File: config.mk
export PLATFORM = sky130hd
export DESIGN_NAME = uart_tx_serializer
export DESIGN_NICKNAME = d
export VERILOG_FILES = /design/src/rtl/uart_tx_serializer.sv
export SDC_FILE = /design/constraint.sdc
export NUM_CORES = 1
export LEC_CHECK = 0
export ABC_AREA = 1
export BUFFER_PORTS_ARGS = -buffer_cell sky130_fd_sc_hd__buf_4
export CAP_MARGIN = 10
export CORE_ASPECT_RATIO = 0.75
export CORE_UTILIZATION = 25
export DETAILED_ROUTE_END_ITERATION = 12
export PLACE_DENSITY = 0.43
export SLEW_MARGIN = 5
export SYNTH_ARGS = -nofsm -noshare
export SYNTH_HDL_FRONTEND = slang
export SYNTH_SLANG_ARGS = --single-unit
File: constraint.sdc
create_clock -name CLK -period 2.4 [get_ports CLK]
set_clock_uncertainty 0.1 [all_clocks]
set_input_delay 0 -clock CLK [delete_from_list [all_inputs] [get_ports CLK]]
set_output_delay 0 -clock CLK [all_outputs]
set_load 0.01 [all_outputs]
File: src/rtl/uart_tx_serializer.sv
// UART transmit serializer: start bit, LSB-first data, optional parity, stop bit.
// Each bit is held for Prescale clock cycles; back-to-back frames need no idle gap.
module uart_tx_serializer #(
    parameter int unsigned DATA_WIDTH = 8
) (
    input  logic                  CLK,
    input  logic                  RST,
    input  logic [DATA_WIDTH-1:0] P_DATA,
    input  logic                  Data_Valid,
    input  logic                  PAR_EN,
    input  logic                  PAR_TYP,
    input  logic [5:0]            Prescale,
    output logic                  TX_OUT,
    output logic                  Busy
);

    localparam int unsigned IDX_W = (DATA_WIDTH > 1) ? $clog2(DATA_WIDTH) : 1;
    localparam int unsigned PS_W  = 6;

    typedef enum logic [2:0] {
        S_IDLE,
        S_START,
        S_DATA,
        S_PARITY,
        S_STOP
    } state_t;

    state_t                r_state;
    state_t                w_state_next;
    logic [PS_W-1:0]       r_cnt;
    logic [PS_W-1:0]       r_presc;
    logic [IDX_W-1:0]      r_bit_idx;
    logic [DATA_WIDTH-1:0] r_data;
    logic                  r_par_en;
    logic                  r_par_bit;
    logic                  r_tx;
    logic                  r_busy;

    logic [PS_W-1:0]       w_cnt_next;
    logic [PS_W-1:0]       w_presc_next;
    logic [IDX_W-1:0]      w_idx_next;
    logic [DATA_WIDTH-1:0] w_data_next;
    logic                  w_par_en_next;
    logic                  w_par_bit_next;
    logic                  w_tx_next;
    logic                  w_busy_next;
    logic                  w_last;
    logic                  w_accept;
    logic                  w_last_data_bit;
    logic [PS_W-1:0]       w_presc_eff;

    // Bit boundary reached and frame-accept qualification
    assign w_last          = (r_cnt == r_presc);
    assign w_accept        = Data_Valid && ((r_state == S_IDLE) || ((r_state == S_STOP) && w_last));
    assign w_last_data_bit = (r_bit_idx == IDX_W'(DATA_WIDTH - 1));
    assign w_presc_eff     = (Prescale == PS_W'(0)) ? PS_W'(1) : Prescale;

    assign TX_OUT = r_tx;
    assign Busy   = r_busy;

    always_ff @(posedge CLK or negedge RST) begin
        if (!RST) begin
            r_state <= S_IDLE;
        end else begin
            r_state <= w_state_next;
        end
    end

    always_comb begin
        w_state_next = r_state;
        case (r_state)
            S_IDLE: begin
                if (w_accept) begin
                    w_state_next = S_START;
                end
            end
            S_START: begin
                if (w_last) begin
                    w_state_next = S_DATA;
                end
            end
            S_DATA: begin
                if (w_last && w_last_data_bit) begin
                    w_state_next = r_par_en ? S_PARITY : S_STOP;
                end
            end
            S_PARITY: begin
                if (w_last) begin
                    w_state_next = S_STOP;
                end
            end
            S_STOP: begin
                if (w_last) begin
                    w_state_next = w_accept ? S_START : S_IDLE;
                end
            end
            default: w_state_next = S_IDLE;
        endcase
    end

    // Datapath next values: latch frame settings on accept, otherwise count bit time
    always_comb begin
        w_cnt_next     = r_cnt;
        w_presc_next   = r_presc;
        w_idx_next     = r_bit_idx;
        w_data_next    = r_data;
        w_par_en_next  = r_par_en;
        w_par_bit_next = r_par_bit;
        if (w_accept) begin
            w_cnt_next     = PS_W'(1);
            w_presc_next   = w_presc_eff;
            w_idx_next     = IDX_W'(0);
            w_data_next    = P_DATA;
            w_par_en_next  = PAR_EN;
            w_par_bit_next = (^P_DATA) ^ PAR_TYP;
        end else if (r_state != S_IDLE) begin
            if (w_last) begin
                w_cnt_next = PS_W'(1);
                if ((r_state == S_DATA) && !w_last_data_bit) begin
                    w_idx_next = r_bit_idx + IDX_W'(1);
                end
            end else begin
                w_cnt_next = r_cnt + PS_W'(1);
            end
        end
    end

    // Output decode from the upcoming state so the line is driven straight from flops
    always_comb begin
        w_tx_next   = 1'b1;
        w_busy_next = (w_state_next != S_IDLE);
        case (w_state_next)
            S_START:  w_tx_next = 1'b0;
            S_DATA:   w_tx_next = w_data_next[w_idx_next];
            S_PARITY: w_tx_next = w_par_bit_next;
            default:  w_tx_next = 1'b1;
        endcase
    end

    always_ff @(posedge CLK or negedge RST) begin
        if (!RST) begin
            r_cnt     <= '0;
            r_presc   <= '0;
            r_bit_idx <= '0;
            r_data    <= '0;
            r_par_en  <= 1'b0;
            r_par_bit <= 1'b0;
            r_tx      <= 1'b1;
            r_busy    <= 1'b0;
        end else begin
            r_cnt     <= w_cnt_next;
            r_presc   <= w_presc_next;
            r_bit_idx <= w_idx_next;
            r_data    <= w_data_next;
            r_par_en  <= w_par_en_next;
            r_par_bit <= w_par_bit_next;
            r_tx      <= w_tx_next;
            r_busy    <= w_busy_next;
        end
    end

endmodule
==> impl_metrics.tcl, run 1 <==
set metrics [dict create \
    critical_path_buf_inv_count 1 \
    wl_per_cell_microns 11.30 \
    crit_type "reg -> reg" \
    num_antenna_cells 0 \
    wl_microns 4204 \
    grt-ovfl-total 0 \
    clk_latency_ns 0.29 \
    nets 295 \
    path_clk_slew_ns 0.07 \
    setup_viol 0 \
    post-route-min-period_ns 2.139 \
    maxCapViolCount 0 \
    min_path_type "in -> async" \
    rsz0062_at_grt "no" \
    cts_buffer_depth 2 \
    multiInputGateArea_sq_um 963.4 \
    synth_cells 230 \
    drt_pass1_iterations 5 \
    initial_core_util_pct 26.48 \
    vias 1537 \
    core_area_sq_um 6994 \
    nFillCells 736 \
    p_clk_share_pct 18.3 \
    areaGrowthSynthToFinish_pct 28.99 \
    ioPinCount 21 \
    setup_ws_ns 0.2612 \
    slew_headroom_pct 72.61 \
    num_rows 26 \
    htreeDepth 2 \
    regArea_sq_um 752.0 \
    synth-seq-cells 30 \
    setup_tns_ns 0 \
    synthTopCellsByArea "dfrtp_1 (39%), nand2_1 (13%), nand3_1 (4.9%)" \
    antenna_found_initial 0 \
    die_y_microns 76.54 \
    cp.arrival_ns 2.26 \
    critPathSlowestCell "dfrtp_1" \
    die_area_sq_um 7759 \
    sw_frac_of_total_pct 43.04 \
    combPwrFrac_pct 48.0 \
    grt.total_usage_pct 12.37 \
    yosysMostFrequentCell "nand2_1" \
    syn_area_per_cell_sq_um 8.051 \
    cts_resized 0 \
    syn_area_sq_um 1852 \
    syn-num-nets 252 \
    synthArstFlopShare_pct 100.0 \
    pre_cts_ws_ns 0.2890 \
    path_cells "ha_1, ha_1, inv_1, nand3_1, nand2_1, nand2_1, nand3_2, nand2_1, nor2_4, nand2_1, nand3_1, nand2_1, nand2_1, nand3_1, nand2_1" \
    ys_types 31 \
    ys_warn_count 0 \
    path_delay_family "simple AND/OR/NAND/NOR gates" \
    dp_hpwl_microns 3113 \
    ant_nets 0 \
    numCtsBuffers 5 \
    worstMarginPinSlew_ns 0.4108 \
    synthTopCellsByCount "nand2_1 (63), dfrtp_1 (29), inv_1 (24), nand3_1 (18), nor2_1 (15)" \
    ys_seq_area_share_pct 40.61 \
    p_leak_nw 1.148 \
    grt_max_degree 31 \
    yosysTopAreaCell "dfrtp_1" \
    synth_flop_cell "dfrtp_1" \
    drt_iter0_drc 62 \
    crit_fanout 5 \
    grt_pass1_vias 1552 \
    routed_via_density 4.132 \
    p_seq_share_pct 33.7 \
    slowest_delay_ns 0.40 \
    cts_tree "yes" \
    synth_top_area_share_pct 39.19 \
    p_int_mw 1.510 \
    cp_common_cell "nand2_1" \
    worst_setup_path_end_kind "flip-flop" \
    grt_first_pass_wirelength_microns 7376 \
    power.switching_mw 1.141 \
    die_x_microns 101.4 \
    p_per_area_nw_per_um2 1110 \
    clock_tree.root_cell "clkbuf_8" \
    port_buffers 20 \
    hold_viol 0 \
    status "finished, final reports clean" \
    drv_slew 0 \
    drive_gt1_share_pct 23.36 \
    synth_edf_count 0 \
    drc 0 \
    irDropWorstVdd_mv 0.3238 \
    start_kind "flip-flop" \
    clock_sinks 30 \
    routabilityCongestion 0.7233 \
    crit_required_ns 2.52 \
    fin_crit_sh_pct 89.12 \
    max_freq_mhz 467.6 \
]
[layout by cell type, fill, tap and decap left out, drive strengths merged]
master | Yosys | routed
a21oi | 4 | 4
a31o | 1 | 1
a31oi | 1 | 1
buf | 1 | 21
clkbuf | 1 | 8
dfrtp | 29 | 29
dfstp | 1 | 1
dlygate4sd3 | 0 | 17
ha | 3 | 3
inv | 30 | 30
nand2 | 79 | 79
nand3 | 21 | 21
nand4 | 3 | 3
nor2 | 21 | 21
nor3 | 6 | 6
o21ai | 14 | 14
o22ai | 1 | 1
or2 | 2 | 2
xnor2 | 5 | 5
xor2 | 7 | 7
[worst paths after layout]
path                                   start   endpoint  slack [ns]  depth (start not counted)
worst min-delay path                     RST  r_data[2]        0.09                          2
worst max-delay path            r_bit_idx[0]     TX_OUT        0.26                         15
max in group asynchronous                RST     TX_OUT        1.77                          2
worst max register to register  r_bit_idx[0]     TX_OUT        0.26                         15
worst min register to register     r_data[4]  r_data[4]        0.37                          2
min in group CLK                     PAR_TYP  r_par_bit        0.27                          7
[sequential cells by signal, summed over array words and instances, names as in the netlist]
name,flops
r_data,8
r_cnt,6
r_presc,6
r_bit_idx,3
r_state,3
Busy,1
TX_OUT,1
r_par_bit,1
r_par_en,1
[routing by layer]
metal / routed length (microns) / track usage [%]
met4: 52 / 3.913
met5: 0 / 0
met3: 198 / 3.670
met2: 1691 / 17.55
met1: 2261 / 17.72
[logic make-up after synthesis]
logic type | count (synthesis) | synth area share, %
AND/OR/NAND/NOR | 132 | 37.70
buffers and inverters | 32 | 7.365
flip-flops | 30 | 40.61
AO/OA/AOI/OAI | 21 | 6.622
XOR/XNOR | 12 | 5.676
adder cells (fa/ha/maj) | 3 | 2.027
[timing repair]
item,4_1_cts,5_1_grt
endpoints found under the setup margin,0,0
hold endpoints to repair,46,0
buffers inserted,0,0
hold buffers,17,0
[power by group through the flow]
stage	registers (mW)	logic (mW)	clock network [mW]
detailed placement	0.899	1.26	0
finish	0.893	1.27	0.485
CTS	0.892	1.29	0.499
global placement	0.905	1.27	0
floorplan	0.870	1.01	0
global route	0.923	1.47	0.519
[cell type report]
cell class / count / area share [%]
inverter: 30 / 4.715
clock buffer: 8 / 4.610
multi-input combinational: 168 / 40.34
tap: 98 / 5.134
sequential: 30 / 31.48
timing repair buffer: 38 / 13.72
[metrics by stage]
stage / cells / instance area, sq um / power (mW) / util, % / hold slack, ns
after floorplan: 230 / 1852 / 1.878 / - / -0.3956
after global placement: 347 / 2108 / 2.178 / 30.14 / -0.1370
after detailed placement: 347 / 2108 / 2.157 / 30.14 / -0.1363
after CTS: 372 / 2389 / 2.680 / 34.15 / 0.09607
after global routing: 372 / 2389 / 2.913 / 34.15 / 0.1219
final: 372 / 2389 / 2.651 / 34.15 / 0.09019
Note: power is estimated with default switching activity, not from simulation.
==> run 2: changes to the inputs <==
--- a/config.mk
+++ b/config.mk
@@ -12,6 +12,7 @@
 export CORE_UTILIZATION = 25
 export DETAILED_ROUTE_END_ITERATION = 12
 export PLACE_DENSITY = 0.43
+export RECOVER_POWER = 50
 export SLEW_MARGIN = 5
 export SYNTH_ARGS = -nofsm -noshare
 export SYNTH_HDL_FRONTEND = slang
==> constraint.sdc (replaced) <==
create_clock -name CLK -period 2.7 [get_ports CLK]
set_clock_uncertainty 0.1 [all_clocks]
set_input_delay 0 -clock CLK [delete_from_list [all_inputs] [get_ports CLK]]
set_output_delay 0 -clock CLK [all_outputs]
set_load 0.01 [all_outputs]
==> impl_metrics.tcl, run 2 (synthesis results as in run 1) <==
set metrics [dict create \
    worstMarginPinSlew_ns 1.717 \
    drc 0 \
    hold_slack_ns 0.01908 \
    die_area_sq_um 7759 \
    cts_hold_buffers 16 \
    cts_buffer_depth 2 \
    gr-usage-met2_pct 17.69 \
    ant_nets 0 \
    clk_latency_ns 0.30 \
    cts_resized 0 \
    violations "capacitance limit, slew limit" \
    wl_per_cell_microns 12.09 \
    crit_required_ns 2.84 \
    worst_setup_path_end_kind "flip-flop" \
    routabilityCongestion 0.7581 \
    post-cts-setup-buffers 0 \
    setup_viol 0 \
    areaGrowthSynthToFinish_pct 27.64 \
    use_met1_pct 20.07 \
    crit_fanout 16 \
    drive_gt1_share_pct 22.06 \
    post-route-util_pct 33.79 \
    grt_max_degree 31 \
    dp_hpwl_microns 3157 \
    cp_common_cell "nand2_1" \
    setup_tns_ns 0 \
    regArea_sq_um 752.0 \
    nFillCells 744 \
    fin_crit_sh_pct 80.91 \
    p_per_area_nw_per_um2 1019 \
    clock_tree.root_cell "clkbuf_8" \
    top_usage_layer "met1" \
    layout_common_cells "nand2_1 (63), dfrtp_1 (29), inv_1 (24)" \
    multiInputGateArea_sq_um 963.4 \
    port_buffers 20 \
    grt_first_pass_wirelength_microns 7714 \
    routed_via_density 4.130 \
    cp.arrival_ns 2.32 \
    ioPinCount 21 \
    maxCapViolCount 1 \
    numCtsBuffers 5 \
    drt_pass1_iterations 4 \
    drv_slew 31 \
    path_clk_slew_ns 0.07 \
    hold_viol 0 \
    htreeDepth 2 \
    cts_tree "yes" \
    post-route-min-period_ns 2.184 \
    wl_microns 4473 \
    reg_top3 "r_data: 8 flops, r_cnt: 6 flops, r_presc: 6 flops" \
    grt-ovfl-total 0 \
    num_rows 26 \
    pre_cts_ws_ns 0.5162 \
    grt_pass1_vias 1519 \
    path_cells "inv_2, nand2_2, nand2_2, nor2_4, nand3_4, a21oi_4, nand2_1, nand2_2, nand2_1, nand3_1, nand2_1, nand2_1, nand3_1, nand2_1" \
    p_leak_nw 1.125 \
    irDropWorstVdd_mv 0.2688 \
    drt_iter0_drc 58 \
    largest_reg_flops 8 \
    clock_sinks 30 \
    num_antenna_cells 0 \
    start_kind "flip-flop" \
    place_area_sq_um 2101 \
    core_area_sq_um 6994 \
    grt.total_usage_pct 13.26 \
    nets 293 \
    top_register "r_data" \
    rsz0062_at_grt "no" \
    final_area_sq_um 2364 \
    vias 1528 \
    crit_type "reg -> reg" \
    initial_core_util_pct 26.48 \
    die_x_microns 101.4 \
    hold_start "Data_Valid" \
    critPathSlowestCell "a21oi_4" \
    status "finished, violations left" \
    max_freq_mhz 457.8 \
    use_met3_pct 4.404 \
    setup.worst_path.start "r_cnt[0]" \
    min_path_type "in -> reg" \
    setup_ws_ns 0.5155 \
    rr_startpoint "r_cnt[0]" \
    layout_commonest_cell "nand2_1" \
    slew_headroom_pct -14.46 \
    antenna_found_initial 0 \
    slowest_delay_ns 0.48 \
    die_y_microns 76.54 \
]
==> run 2: cell types whose count changed in the layout (fill, tap and decap cells not counted), sizes merged <==
cell,before,now
dlygate4sd3,17,16
bufinv,0,1
buf,21,18
clkinvlp,0,1
==> run 2: area by class of cell <==
type,count,area share [%]
well taps,98,5.188
clock buffers,6,3.070
repair buffers,36,12.81
inverters,30,4.764
flip-flops and latches,30,31.82
clock inverters,2,1.588
multi-input cells,168,40.76
==> run 2: layer usage <==
layer / wire, microns / part of all wire (%) / up-vias
met5: 0 / 0 / -
met2: 1691 / 38 / 27
met1: 2573 / 58 / 688
met3: 175 / 3.9 / 4
met4: 32 / 0.72 / 0
li1: - / - / 809
==> run 2: final timing paths <==
kind	to	slack (ns)	depth (start not counted)
min reg2reg	r_data[4]	0.38	2
max	TX_OUT	0.52	14
min in group asynchronous	r_data[2]	0.59	2
max reg2reg	TX_OUT	0.52	14
min	r_cnt[1]	0.02	4
max in group asynchronous	r_state[0]	0.92	2
==> run 2: metrics by stage <==
| step | power [mW] | std cells |
|---|---|---|
| 6_report | 2.409 | 370 |
| 5_1_grt | 2.644 | 370 |
| 4_1_cts | 2.439 | 370 |
| 3_5_place_dp | 1.928 | 346 |
| 3_3_place_gp | 1.941 | 346 |
| 2_1_floorplan | 1.669 | 230 |
==> run 2: worst max-delay path, delay by kind of cell (launching register included) <==
| kind | cells | cell delay (ns) |
|---|---|---|
| AND/OR/NAND/NOR | 12 | 1.01 |
| AO/OA/AOI/OAI | 1 | 0.48 |
| flip-flops | 1 | 0.47 |
| buffers and inverters | 1 | 0.07 |
==> run 2: report_power, final <==
group / internal (mW) / switching (mW)
Sequential: 0.654 / 0.142
Combinational: 0.423 / 0.716
Clock: 0.275 / 0.199
Total: 1.35 / 1.06
